File: src/rtl/psa_simd_pipe.sv
`default_nettype none
// +--------------------------------------------------------------------------+
// | psa_simd_pipe: 2-stage valid/ready SIMD add/sub, run-time lane width,     |
// | per-lane saturate/wrap, per-slot overflow flags, sticky error register.   |
// | Revision: 1.0                                                             |
// +--------------------------------------------------------------------------+
module psa_simd_pipe #(
  parameter int WIDTH  = 16,
  parameter int LANE_W = 4
) (
  input  logic                      clk,
  input  logic                      rst,
  input  logic                      in_valid,
  output logic                      in_ready,
  input  logic [WIDTH-1:0]          a,
  input  logic [WIDTH-1:0]          b,
  input  logic                      sub,
  input  logic                      sat,
  input  logic [1:0]                mode,
  output logic                      out_valid,
  input  logic                      out_ready,
  output logic [WIDTH-1:0]          sum,
  output logic [WIDTH/LANE_W-1:0]   ovf,
  output logic [WIDTH/LANE_W-1:0]   err_sticky,
  input  logic                      clr_err
);

  localparam int NLANE = WIDTH / LANE_W;

  logic             s1_valid_q, s1_valid_d;
  logic [WIDTH-1:0] a_q, a_d, b_q, b_d;
  logic             sub_q, sub_d, sat_q, sat_d;
  logic [1:0]       mode_q, mode_d;
  logic             s2_valid_q, s2_valid_d;
  logic [WIDTH-1:0] sum_q, sum_d;
  logic [NLANE-1:0] ovf_q, ovf_d;
  logic [NLANE-1:0] err_q, err_d;

  logic             s2_load;
  logic             accept;

  // One arithmetic slice per mode; the S1 mode register picks which one is used.
  logic [3:0][WIDTH-1:0] lane_sum;
  logic [3:0][NLANE-1:0] lane_ovf;

  for (genvar m = 0; m < 4; m++) begin : g_mode
    localparam int LW    = ((LANE_W << m) > WIDTH) ? WIDTH : (LANE_W << m);
    localparam int SLOTS = LW / LANE_W;
    for (genvar j = 0; j < WIDTH / LW; j++) begin : g_lane
      logic [LW-1:0] op_a, op_b, raw, res;
      logic          lane_o;
      assign op_a   = a_q[j*LW +: LW];
      assign op_b   = b_q[j*LW +: LW] ^ {LW{sub_q}};
      assign raw    = op_a + op_b + {{(LW-1){1'b0}}, sub_q};
      assign lane_o = (op_a[LW-1] == op_b[LW-1]) && (raw[LW-1] != op_a[LW-1]);
      // Saturate toward the sign of A: positive overflow -> max, negative -> min.
      assign res    = (sat_q && lane_o) ? {op_a[LW-1], {(LW-1){~op_a[LW-1]}}} : raw;
      assign lane_sum[m][j*LW +: LW]       = res;
      assign lane_ovf[m][j*SLOTS +: SLOTS] = {SLOTS{lane_o}};
    end
  end

  always_comb begin
    s2_load    = !s2_valid_q || out_ready;
    in_ready   = !rst && (!s1_valid_q || s2_load);
    accept     = in_valid && in_ready;

    s1_valid_d = s1_valid_q;
    a_d        = a_q;
    b_d        = b_q;
    sub_d      = sub_q;
    sat_d      = sat_q;
    mode_d     = mode_q;
    if (accept) begin
      s1_valid_d = 1'b1;
      a_d        = a;
      b_d        = b;
      sub_d      = sub;
      sat_d      = sat;
      mode_d     = mode;
    end else if (s2_load) begin
      s1_valid_d = 1'b0;
    end

    s2_valid_d = s2_load ? s1_valid_q : s2_valid_q;
    sum_d      = sum_q;
    ovf_d      = ovf_q;
    if (s2_load && s1_valid_q) begin
      sum_d = lane_sum[mode_q];
      ovf_d = lane_ovf[mode_q];
    end

    // Clear first, then OR in the delivered flags so a same-cycle event survives.
    err_d = clr_err ? '0 : err_q;
    if (s2_valid_q && out_ready) begin
      err_d = err_d | ovf_q;
    end
  end

  always_ff @(posedge clk) begin
    if (rst) begin
      s1_valid_q <= 1'b0;
      a_q        <= '0;
      b_q        <= '0;
      sub_q      <= 1'b0;
      sat_q      <= 1'b0;
      mode_q     <= 2'd0;
      s2_valid_q <= 1'b0;
      sum_q      <= '0;
      ovf_q      <= '0;
      err_q      <= '0;
    end else begin
      s1_valid_q <= s1_valid_d;
      a_q        <= a_d;
      b_q        <= b_d;
      sub_q      <= sub_d;
      sat_q      <= sat_d;
      mode_q     <= mode_d;
      s2_valid_q <= s2_valid_d;
      sum_q      <= sum_d;
      ovf_q      <= ovf_d;
      err_q      <= err_d;
    end
  end

  assign out_valid  = s2_valid_q;
  assign sum        = sum_q;
  assign ovf        = ovf_q;
  assign err_sticky = err_q;

endmodule
`default_nettype wire
File: config.mk
export PLATFORM = sky130hd
export DESIGN_NAME = psa_simd_pipe
export DESIGN_NICKNAME = d
export VERILOG_FILES = /design/src/rtl/psa_simd_pipe.sv
export SDC_FILE = /design/constraint.sdc
export NUM_CORES = 1
export LEC_CHECK = 0
export CAP_MARGIN = 20
export CELL_PAD_IN_SITES_DETAIL_PLACEMENT = 1
export CELL_PAD_IN_SITES_GLOBAL_PLACEMENT = 2
export CORE_ASPECT_RATIO = 0.75
export CORE_MARGIN = 2
export CORE_UTILIZATION = 28
export CTS_CLUSTER_SIZE = 20
export DETAILED_ROUTE_END_ITERATION = 7
export GPL_TIMING_DRIVEN = 1
export MAX_ROUTING_LAYER = met4
export PLACE_DENSITY_LB_ADDON = 0.2
export SETUP_SLACK_MARGIN = 0.15
export SYNTH_ARGS = -nofsm -noshare
export SYNTH_HDL_FRONTEND = slang
export SYNTH_SLANG_ARGS = --single-unit
File: constraint.sdc
create_clock -name clk -period 3.55 [get_ports clk]
set_input_delay 0.355 -clock clk [delete_from_list [all_inputs] [get_ports clk]]
set_output_delay 0.355 -clock clk [all_outputs]
set_load 0.005 [all_outputs]
==> reports/qor.yml <==
avgViaCountPerCell: 5.14
antennaDiodeCount: 0
place.gp.congestion: 0.819
yosysUniqueCellTypes: 69
maxCapViolations: 0
synth-seq-cells: 62
synth-edff-count: 0
place_ws_ns: 0.448
die_h_um: 111
seq_area_frac_synth: 0.289
cp-endpoint: "sum[10]$_SDFFE_PP0P_"
cts_made_buffers: 9
slowest_delay_ns: 0.47
r2r-start: "sub_q$_SDFFE_PP0P_"
synthArstFlopShare: 0
grt_max_degree: 43
synth-simple-area-share: 0.243
start_util: 0.284
antenna_found_initial: 0
grt_pass1_wl_um: 23600
clock_latency_ns: 0.34
cp.required_ns: 3.78
synth_mux_area_frac: 0.0248
vias: 4200
totalWireLength_um: 14400
synth_top_area_frac: 0.289
fp.dieW_um: 147
cts-htree-levels: 3
nFillCells: 1826
synth_adder_area_share: 0.0595
ys_warn_count: 0
fin_worst_skew_ns: 0.00367
wl_per_cell_um: 17.6
ant_nets: 0
grt_setup_unrepaired: "false"
drc_errors: 0
cts.sinks: 62
hp-class: "reg -> reg"
setup-violations-final: 0
drtIter0Drc: 205
rr_endpoint: "sum[10]$_SDFFE_PP0P_"
powerDensity_nw_per_um2: 444
cts.repair.resized: 0
synth_area_leaders: "dfxtp_1 29%, nand2_1 8.7%, nand3b_1 5.4%"
status: "complete, no violations"
fmax_mhz: 316
drive_above_1_share: 0.0670
worstMarginPinSlew_ns: 0.750
max-slew-margin-rel: 0.495
cts_buffer_depth: 2
clockRootBuffer: "clkbuf_16"
first_global_vias: 4463
grtUsageTotal: 0.188
final_cells: 817
tns_ns: 0
grt_overflow: 0
synth_top_family_by_area: "compound AO/OA/AOI/OAI gates"
worst_setup_path_startpoint: "sub_q$_SDFFE_PP0P_"
syn_inst: 558
syn2layout_area_growth_pct: 26.2
postCtsSetupBuffers: 0
synth_xor_area_frac: 0.0793
hold_viol: 0
post-route-min-period_ns: 3.17
finalNetCount: 668
hold_buffers: 0
die_area_um2: 16300
cp-end-kind: "register"
port_buffers: 66
start_kind: "register"
criticalPathCategory: "reg -> reg"
synth_area_um2: 4290
avgSynthCellArea_um2: 7.69
reg2regPathDepth: 10
dp_hpwl_um: 11000
worstPathCellList: "buf_12, xor2_1, ha_1, a21o_1, nand2b_1, o21ai_2, o211a_2, inv_1, o32a_1, a22o_1"
critPathMaxFanout: 26
path_clk_slew_ns: 0.05
synthFlopType: "dfxtp_1"
cts_tree: "yes"
p_leak_uw: 0.00219
finalWorstSetupSlack_ns: 0.383
firstDrtPassIters: 4
timing.reg2reg.setup_slack_ns: 0.38
placed_cells: 803
hp-start: "sum[15]$_SDFFE_PP0P_"
num_rows: 39
synth-compound-area-share: 0.251
synth_nets: 617
period_share: 0.892
core_area_um2: 15100
slowest_stage: "o21ai_2"
crit_arrival_ns: 3.40
yosysTopAreaCell: "dfxtp_1"
finalMaxSlewViolations: 0
peakVddDrop_mv: 0.200
ios: 67
[cell type report]
cell class | instances | area [µm²] | area share
Clock buffer | 13 | 270 | 0.0499
Inverter | 16 | 61.3 | 0.0113
Sequential cell | 62 | 1240 | 0.229
Multi-Input combinational cell | 444 | 2830 | 0.523
Tap cell | 205 | 256 | 0.0474
Timing Repair Buffer | 76 | 748 | 0.138
Clock inverter | 1 | 5.00 | 0.000924
[metal layers]
layer,GRT usage,wire [µm]
met5,-,0
met4,0.0462,164
met3,0.0329,678
met2,0.300,6740
met1,0.247,6780
[cell usage after synthesis (all sizes together) (3+ instances only)]
master and count:
o31ai 6, nand3b 31, clkbuf 23, xor2 22
a31oi 5, a32o 4, a211oi 6, nor2 41
a22oi 3, nand2b 7, o211ai 3, o211a 3
a21oi 41, ha 14, o21ai 43, dfxtp 62
fa 4, a32oi 4, nor3 12, inv 14
mux2i 8, a22o 5, xnor2 16, nand2 100
buf 13, or2 4, nor2b 5, o21bai 4
o21a 5, a21o 11, and2 4, nand3 6
[kinds of logic after synthesis]
family,count (synthesis)
DFF,62
buffers and inverters,52
adders and majority gates,18
AOI/OAI and AO/OA,159
and+or+nand+nor,219
xor gates and xnor gates,38
muxes,10
[through the flow]
stage	hold slack [ns]	area, µm²	utilization	total power, µW
finish	0.453	5420	0.358	2410
global route	0.474	5420	0.358	2560
CTS	0.460	5410	0.357	2430
detailed placement	0.448	5130	0.339	1600
global placement	0.450	5130	0.339	1580
floorplan	0.449	4290	-	1330
[worst min-delay path by stage]
stage | to | cells after the start
global placement | sum[15]$_SDFFE_PP0P_ | 1
CTS | sum[15]$_SDFFE_PP0P_ | 1
detailed placement | sum[15]$_SDFFE_PP0P_ | 1
finish | sum[15]$_SDFFE_PP0P_ | 1
floorplan | sum[0]$_SDFFE_PP0P_ | 2
global route | sum[15]$_SDFFE_PP0P_ | 1
[power by group]
group	switching (µW)	leakage [µW]	total (µW)	internal [µW]
combinational	438	0.00154	783	345
sequential	48.9	0.000510	799	751
clock	304	0.000138	824	520
[worst max-delay path, delay by kind of cell (launching register included)]
family / cells / cell delay (ns)
fa+ha+maj: 1 / 0.33
flops: 1 / 0.36
xor+xnor: 1 / 0.17
buf+inv: 2 / 0.42
compound gates: 5 / 1.53
simple gates: 1 / 0.23
[registers in the layout, indices dropped and copies added (netlist names)]
| register | flops |
|---|---|
| mode_q | 2 |
| b_q | 16 |
| sat_q | 1 |
| ovf | 4 |
| sub_q | 1 |
| a_q | 16 |
| out_valid | 1 |
| sum | 16 |
| err_sticky | 4 |
| s1_valid_q | 1 |
[layout by cell type, fill, tap and decap left out, types with 14 or more instances in the layout]
cell type and count:
nor2_1 41, xor2_1 20, xnor2_1 16, ha_1 14
inv_1 14, nand2_1 100, o21ai_0 38, clkdlybuf4s50_1 66
nand3b_1 31, dfxtp_1 62, a21oi_1 39
No activity file was read; power rests on OpenSTA's default activity.
